## config.mk

```make
export PLATFORM = sky130hd
export DESIGN_NAME = operand_skew_feeder
export DESIGN_NICKNAME = d
export VERILOG_FILES = /design/src/rtl/operand_skew_feeder.sv
export SDC_FILE = /design/constraint.sdc
export NUM_CORES = 1
export LEC_CHECK = 0
export BUFFER_PORTS_ARGS = -buffer_cell sky130_fd_sc_hd__buf_2
export CAP_MARGIN = 40
export CORE_MARGIN = 1
export CORE_UTILIZATION = 54
export CTS_BUF_LIST = sky130_fd_sc_hd__clkbuf_8
export DETAILED_ROUTE_END_ITERATION = 7
export PLACE_DENSITY = 0.89
export SYNTH_ARGS = -nofsm -noshare
export SYNTH_HDL_FRONTEND = slang
export SYNTH_SLANG_ARGS = --single-unit
```

## constraint.sdc

```tcl
create_clock -name clk -period 2.2 [get_ports clk]
set_clock_uncertainty 0.15 [all_clocks]
set_input_delay 0.11 -clock clk [delete_from_list [all_inputs] [get_ports clk]]
set_output_delay 0.11 -clock clk [all_outputs]
set_load 0.01 [all_outputs]
```

## src/rtl/operand_skew_feeder.sv

```systemverilog
// operand_skew_feeder: reads DEPTH operand rows from memory and presents them
// to the systolic-array edge as a diagonal wavefront (lane j delayed j cycles).
// Each lane element is a {data, last} pair; the final row of a command is tagged last.

// One lane of the skew network: a capture register followed by SKEW delay
// registers. Data is zeroed whenever the element is not valid so idle lanes
// always show data=0, last=0.
module operand_skew_lane #(
  parameter int DATA_WIDTH = 8,
  parameter int SKEW       = 0
) (
  input  logic                  clk,
  input  logic                  rst_n,
  input  logic                  in_vld,
  input  logic                  in_last,
  input  logic [DATA_WIDTH-1:0] in_data,
  output logic                  out_vld,
  output logic                  out_last,
  output logic [DATA_WIDTH-1:0] out_data
);

  // Stage 0 is the capture register; stages 1..SKEW are the skew delay.
  logic [SKEW:0]                 vld_pipe;
  logic [SKEW:0]                 last_pipe;
  logic [SKEW:0][DATA_WIDTH-1:0] data_pipe;

  // Shift valid/last/data one stage per cycle; reset clears in-flight elements.
  always_ff @(posedge clk or negedge rst_n) begin
    if (!rst_n) begin
      vld_pipe  <= '0;
      last_pipe <= '0;
      data_pipe <= '0;
    end else begin
      for (int s = SKEW; s > 0; s--) begin
        vld_pipe[s]  <= vld_pipe[s-1];
        last_pipe[s] <= last_pipe[s-1];
        data_pipe[s] <= data_pipe[s-1];
      end
      vld_pipe[0]  <= in_vld;
      last_pipe[0] <= in_vld & in_last;
      data_pipe[0] <= in_vld ? in_data : '0;
    end
  end

  assign out_vld  = vld_pipe[SKEW];
  assign out_last = last_pipe[SKEW];
  assign out_data = data_pipe[SKEW];

endmodule

module operand_skew_feeder #(
  parameter int SIZE       = 4,
  parameter int DEPTH      = 4,
  parameter int DATA_WIDTH = 8,
  parameter int ADDR_WIDTH = 10
) (
  input  logic                         clk,
  input  logic                         rst_n,
  input  logic                         start_i,
  input  logic [ADDR_WIDTH-1:0]        base_addr_i,
  output logic                         busy_o,
  output logic                         done_o,
  output logic                         mem_rd_en_o,
  output logic [ADDR_WIDTH-1:0]        mem_addr_o,
  input  logic [SIZE*DATA_WIDTH-1:0]   mem_rdata_i,
  output logic [SIZE*(DATA_WIDTH+1)-1:0] feed_o,
  output logic [SIZE-1:0]              feed_valid_o
);

  typedef struct packed {
    logic [DATA_WIDTH-1:0] data;
    logic                  last;
  } matrix_data_t;

  localparam logic [1:0] S_IDLE  = 2'd0;
  localparam logic [1:0] S_READ  = 2'd1;
  localparam logic [1:0] S_FLUSH = 2'd2;
  localparam logic [1:0] S_DONE  = 2'd3;

  // One counter serves both the row count in READ and the drain count in FLUSH.
  localparam int CNT_MAX = (DEPTH > SIZE + 1) ? DEPTH : SIZE + 1;
  localparam int CNT_W   = $clog2(CNT_MAX + 1);

  logic [1:0]            state;
  logic [CNT_W-1:0]      cnt;
  logic [ADDR_WIDTH-1:0] addr;
  logic                  rd_vld;
  logic                  rd_last;
  logic                  row_last;

  assign row_last = (cnt == CNT_W'(DEPTH - 1));

  // Command FSM: READ issues DEPTH consecutive addresses (wrapping naturally at
  // 2^ADDR_WIDTH), FLUSH waits SIZE+1 cycles for the deepest lane to drain.
  always_ff @(posedge clk or negedge rst_n) begin
    if (!rst_n) begin
      state <= S_IDLE;
      cnt   <= '0;
      addr  <= '0;
    end else begin
      case (state)
        S_IDLE: begin
          if (start_i) begin
            addr  <= base_addr_i;
            cnt   <= '0;
            state <= S_READ;
          end
        end
        S_READ: begin
          addr <= addr + 1'b1;
          if (row_last) begin
            cnt   <= '0;
            state <= S_FLUSH;
          end else begin
            cnt <= cnt + 1'b1;
          end
        end
        S_FLUSH: begin
          if (cnt == CNT_W'(SIZE)) begin
            cnt   <= '0;
            state <= S_DONE;
          end else begin
            cnt <= cnt + 1'b1;
          end
        end
        default: begin
          // DONE: a start here relaunches immediately with no idle gap.
          if (start_i) begin
            addr  <= base_addr_i;
            cnt   <= '0;
            state <= S_READ;
          end else begin
            state <= S_IDLE;
          end
        end
      endcase
    end
  end

  // Track the one-cycle memory latency so the lanes know when mem_rdata_i is a row.
  always_ff @(posedge clk or negedge rst_n) begin
    if (!rst_n) begin
      rd_vld  <= 1'b0;
      rd_last <= 1'b0;
    end else begin
      rd_vld  <= (state == S_READ);
      rd_last <= (state == S_READ) && row_last;
    end
  end

  assign mem_rd_en_o = (state == S_READ);
  assign mem_addr_o  = (state == S_READ) ? addr : '0;
  assign busy_o      = (state == S_READ) || (state == S_FLUSH);
  assign done_o      = (state == S_DONE);

  matrix_data_t [SIZE-1:0] lane_out;

  for (genvar j = 0; j < SIZE; j++) begin : g_lane
    operand_skew_lane #(
      .DATA_WIDTH (DATA_WIDTH),
      .SKEW       (j)
    ) u_lane (
      .clk      (clk),
      .rst_n    (rst_n),
      .in_vld   (rd_vld),
      .in_last  (rd_last),
      .in_data  (mem_rdata_i[j*DATA_WIDTH +: DATA_WIDTH]),
      .out_vld  (feed_valid_o[j]),
      .out_last (lane_out[j].last),
      .out_data (lane_out[j].data)
    );
  end

  assign feed_o = lane_out;

endmodule

```

; ---- Word-level counts from Yosys, hierarchy flattened
; Index checks and enable logic that the tools add are counted.
[classes]
addsub = 2
n_eq_ne = 8
muxes = 16
n_bitwise = 2
reduce_logical = 7
[ops]
columns = cell, n
row1 = two-way mux 8 bit, 4
row2 = two-way mux 10 bit, 2
row3 = one-hot mux 10 bit (2 select lines), 1
row4 = "adder 10 x 1 -> 10 bit, second input constant", 1
row5 = two-way mux 3 bit, 3
row6 = two-way mux 2 bit, 3
row7 = one-hot mux 2 bit (3 select lines), 1
row8 = one-hot mux 3 bit (2 select lines), 1
row9 = "equality test 2 bit, second input constant", 2
row10 = "inequality test 2 bit, second input constant", 2
row11 = "adder 3 x 1 -> 3 bit, second input constant", 1
row12 = "equality test 3 x 2 -> 1 bit, second input constant", 1
row13 = "equality test 3 bit, second input constant", 1
row14 = AND reduction 3 bit, 1
row15 = nonzero test 3 bit, 1
row16 = "equality test 2 x 1 -> 1 bit, second input constant", 1
row17 = logical NOT 2 bit, 1
row18 = "inequality test 2 x 1 -> 1 bit, second input constant", 1
row19 = AND reduction 2 bit, 1
row20 = nonzero test 2 bit, 1
row21 = bitwise AND 1 bit, 1
row22 = logical AND 1 bit, 1
row23 = logical OR 1 bit, 1
row24 = two-way mux 1 bit, 1
row25 = NOT 1 bit, 1
[word_totals]
ff_bits = 117
inputBits = 45
output_inout_bits = 53
word_cells = 58

; ---- Depth between registers and ports, before layout
[depth]
ltp_word = 3
depth_mapped = 7
mapped_depth_nobuf = 6

; ---- Modules after synthesis
; Synthesis repeated with hierarchy kept, for this count alone.
[unflattened]
cells_unflattened = 286
area_unflattened_um2 = 4062.6
[by_module_without_submodules]
columns = module, n_inst, cells_per_inst, area_per_inst_um2
row1 = operand_skew_feeder, 1, 126, 1154.9
row2 = operand_skew_lane (g_lane[3].u_lane), 1, 57, 1117.3
row3 = operand_skew_lane (g_lane[2].u_lane), 1, 47, 867.1
row4 = operand_skew_lane (g_lane[1].u_lane), 1, 37, 616.8
row5 = operand_skew_lane (g_lane[0].u_lane), 1, 19, 306.5

; ---- Worst setup path after synthesis
; Ideal clock, no wire load.
[synth_timing]
kind = flip-flop to flip-flop
startpoint = register state[1]
endpoint = register addr[8]
setup_time_ns = 0.135
t_arrival_ns = 1.477
path_slack_ns = 0.438
stages_incl_launch_ff = 8
path_buffers = 1
period_less_slack_ns = 1.762
cell_sequence = dfrtp_1 inv_1 ha_1 buf_6 nand4_1 nor3_2 mux2i_1 o211ai_1
[synth_between]
elab_chain_cells = 3
elab_cells_between_ends = 6
classes_between = 2 x eq/ne / 1 x mux / 1 x bitwise / 2 x reduce/logical
[synth_lines]
columns = element, line_no
row1 = from (decl), 84  ; logic [1:0] state;
row2 = from (signal assigned), 97  ; state <= S_IDLE;
row3 = from (signal assigned), 106  ; state <= S_READ;
row4 = from (signal assigned), 113  ; state <= S_FLUSH;
row5 = equality test 2 x 1 -> 1 bit *, n/a
row6 = named net mem_rd_en_o, 63  ; output logic mem_rd_en_o,
row7 = nonzero test 2 bit (no line), n/a
row8 = AND reduction 2 bit (no line), n/a
row9 = to (signal assigned), 104  ; addr <= base_addr_i;
row10 = to (signal assigned), 110  ; addr <= addr + 1'b1;
row11 = to (signal assigned), 129  ; addr <= base_addr_i;
row12 = to (decl), 86  ; logic [ADDR_WIDTH-1:0] addr;
; The timed path passes the listed nets; every way through them passes the cells marked *.
; A chain may end at the register's enable or synchronous reset.

; ---- Worst setup path in the final report
[layout_timing]
startpoint = register state[1]
endpoint = register addr[7]
[layout_between]
elab_chain_cells = 3
elab_cells_between_ends = 6
classes_between = 2 x eq/ne / 1 x mux / 1 x bitwise / 2 x reduce/logical
[layout_lines]
columns = element, line_no
row1 = equality test 2 x 1 -> 1 bit or equality test 2 bit (tied branches), 101  ; case (state)
row2 = nonzero test 2 bit (no line) or NOT 1 bit (tied branches), n/a
row3 = AND reduction 2 bit (no line), n/a
; Several ways; a longest one is shown, not always the timed one.

==> metrics.md <==
| Metric | Value |
|---|---|
| Via density | `4.75` |
| R2R Path Start | `state[1]$_DFFE_PN0P_` |
| Most used cell, CP | `a21oi_1` |
| Required time of the critical path | `2280 ps` |
| Reg2reg setup slack | `180 ps` |
| Post-route ant nets | `0` |
| CP endpoint | `addr[7]$_DFFE_PN0P_` |
| Max H-tree Level | `3` |
| Synth top area share | `68.5%` |
| RSZ-0062 raised after global routing | `no` |
| Ys Warns | `0` |
| Setup TNS | `0 ps` |
| Post-synthesis sequential area ratio | `68.5%` |
| Root buf cell | `clkbuf_8` |
| Ant. Diodes | `0` |
| Fmax | `494 MHz` |
| Clk sinks | `105` |
| Vias in the first global route | `2,333` |
| CP max FO | `16` |
| Syn_nets | `337` |
| CP cell instances | `inv_1 > ha_1 > buf_4 > nand2_1 > or3_1 > a21oi_1 > a21oi_1` |
| GRT Util Overall | `19.2%` |
| Largest area contributor in the netlist | `dfrtp_1` |
| Most frequent cells in the layout | `105 x dfrtp_1, 96 x buf_2, 42 x and2_1` |
| Layout area overhead | `24.8%` |
| Port Buf Inserts | `97` |
| IO Count | `98` |
| Worst-path clk slew | `100 ps` |
| Wire per inst | `13.1 µm` |
| Crit Path Category | `register to register` |
| Drt first pass iters | `4` |
| GRT Max-Usage Layer | `met2` |
| CP peak stage delay | `420 ps` |
| DRC | `0` |
| Final Hold Fails | `0` |
| Pwr Total | `5.39 mW` |
| Post-synth design cell area | `0.00383 mm²` |
| Max Cap Viol | `0` |
| Distinct cell type count after synthesis | `44` |
| Final HPWL DP | `4.02 mm` |
| Via count | `2,355` |
| Final setup violation count | `0` |
| Number of antenna violations at the first check in global routing | `0` |
| CP startpoint | `state[1]$_DFFE_PN0P_` |
| Met1 Resource Use GR | `23.9%` |
| Die height | `86.3 µm` |
| Max-slew violation count | `0` |
| Worst VDD drop | `0.774 mV` |
| Crit-path slowest cell | `dfrtp_1` |
| Final WL | `6.49 mm` |
| Final Net Count | `449` |
| Capturing point of the worst reg2reg path | `addr[7]$_DFFE_PN0P_` |
| Pleak | `2.49 nW` |
| CTS Buffer Depth | `2` |
| Met2 Use GR | `33.1%` |
| Pwr dens | `1130 mW/mm²` |
| Worst hold path type | `input port to register` |
| Layout cell share with drive strength beyond 1 | `32.3%` |
| Starting DRC count in detailed routing | `55` |
| Largest net degree at the start of global routing | `54` |
| Critical Path End Type | `register` |
| Post-CTS Setup Inserts | `0` |
| Clk_lat worst skew | `350 ps` |
| Row count | `30` |
| Starting density of the core | `56.1%` |
| Worst-Margin Slew | `799 ps` |
| Ys flop type | `dfrtp_1` |
| Status | `completed` |
| Yosys reg bits | `105` |
| CTS tree | `yes` |
| Mean Syn Cell Area | `13.5 µm²` |
| Slew Limit Headroom | `46.7%` |
| Startpoint Class | `register` |
| Chip width | `86.3 µm` |
| Asr flop ratio synth | `100%` |
| GPL Wtd Cong | `0.874` |
| Die area | `0.00744 mm²` |
| CP arrival | `2110 ps` |
| R2R depth | `7` |
| Period utilization | `92.0%` |
| Commonest non-fill, non-tap cell in the layout | `dfrtp_1` |
| Area contributors post-synth | `dfrtp_1 69%, and2_1 6.9%, buf_4 6.5%, ha_1 2.9%, a21oi_1 1.2%` |
| Core outline area | `0.00683 mm²` |
| GRT overflow | `0` |
| Cells after synthesis | `283` |
| CTS Buf Count | `9` |
| Crit path time final | `2020 ps` |
| EDFF count, synth | `0` |
| M3 GR Usage | `4.57%` |
| First-pass GRT wire length | `10.8 mm` |
==> repair_timing <==
item | CTS | global route
hold endpoints to repair | 90 | 0
setup endpoints to repair | 0 | 4
hold buffers | 40 | 0
resized for setup | 0 | 1
==> flip-flops by register name, summed over array words and instances, names as in the netlist <==
signal                   cells
g_lane.u_lane.data_pipe     48
rd_last                      1
rd_vld                       1
g_lane.u_lane.last_pipe      4
g_lane.u_lane.vld_pipe       4
addr                        10
g_lane.u_lane.out_data      32
state                        2
cnt                          3
==> layout make-up <==
| class | instances | area [µm²] |
|---|---|---|
| timing repair buffer | 142 | 938 |
| tap | 96 | 120 |
| fill | 497 | 2050 |
| sequential | 105 | 2630 |
| inverter | 11 | 41.3 |
| clock inverter | 6 | 47.5 |
| clock buffer | 10 | 138 |
| multi-input combinational | 126 | 873 |
==> cells by family after synthesis <==
| logic type | count (synthesis) | share of synthesized area (%) |
|---|---|---|
| buf+inv | 52 | 8.78 |
| fa+ha+maj | 9 | 2.94 |
| flops | 105 | 68.5 |
| mux | 4 | 1.08 |
| compound gates | 34 | 6.20 |
| simple gates | 79 | 12.5 |
==> where the power goes <==
part | switching [mW] | internal [mW] | total [mW] | leakage [nW]
Sequential | 0.315 | 2.41 | 2.72 | 1.38
Combinational | 0.844 | 0.721 | 1.57 | 1.01
Clock | 0.641 | 0.457 | 1.10 | 0.0989
==> synth_stat cells, types with 3 or more instances <==
master / instances
and2_1: 42
buf_4: 33
inv_1: 10
a31oi_1: 3
clkbuf_1: 4
nand2_1: 11
dfrtp_1: 105
o21ai_0: 3
a21oi_1: 9
nor3_1: 5
nor2_1: 5
ha_1: 9
o22a_1: 3
mux2i_1: 3
==> stage by stage <==
stage	setup WS [ps]	utilization (%)	instance area (µm²)	instances	hold WS (ps)
2_1_floorplan	438	-	3830	283	-336
3_3_place_gp	278	61.4	4200	440	24.8
3_5_place_dp	151	61.4	4200	440	25.2
4_1_cts	122	70.0	4780	496	5.70
5_1_grt	28.9	70.1	4790	496	26.3
6_report	177	70.1	4790	496	19.2
==> worst min path at each step <==
stage / end / startpoint / cells after the start / slack [ps]
2_1_floorplan: addr[0]$_DFFE_PN0P_ / rst_n / 0 / -340
4_1_cts: addr[4]$_DFFE_PN0P_ / base_addr_i[4] / 4 / 6
6_report: addr[4]$_DFFE_PN0P_ / base_addr_i[4] / 4 / 20
5_1_grt: addr[4]$_DFFE_PN0P_ / base_addr_i[4] / 4 / 30
3_3_place_gp: g_lane[3].u_lane.out_data[6]$_DFF_PN0_ / rst_n / 1 / 20
3_5_place_dp: g_lane[3].u_lane.out_data[5]$_DFF_PN0_ / rst_n / 1 / 30
==> routing by layer <==
metal  vias to the layer above  share of wire [%]
li1                       1115                  -
met2                        75                 52
met3                        10                3.8
met1                      1155                 42
met5                         -                  0
met4                         0                1.6
==> worst max-delay path, delay by kind of cell (launching register included) <==
kind,cells,cell delay (ps)
AO/OA/AOI/OAI,2,220
adder cells (fa/ha/maj),1,290
buffers and inverters,2,330
flip-flops,1,420
AND/OR/NAND/NOR,2,480
Power figures use the tool's default switching activity.
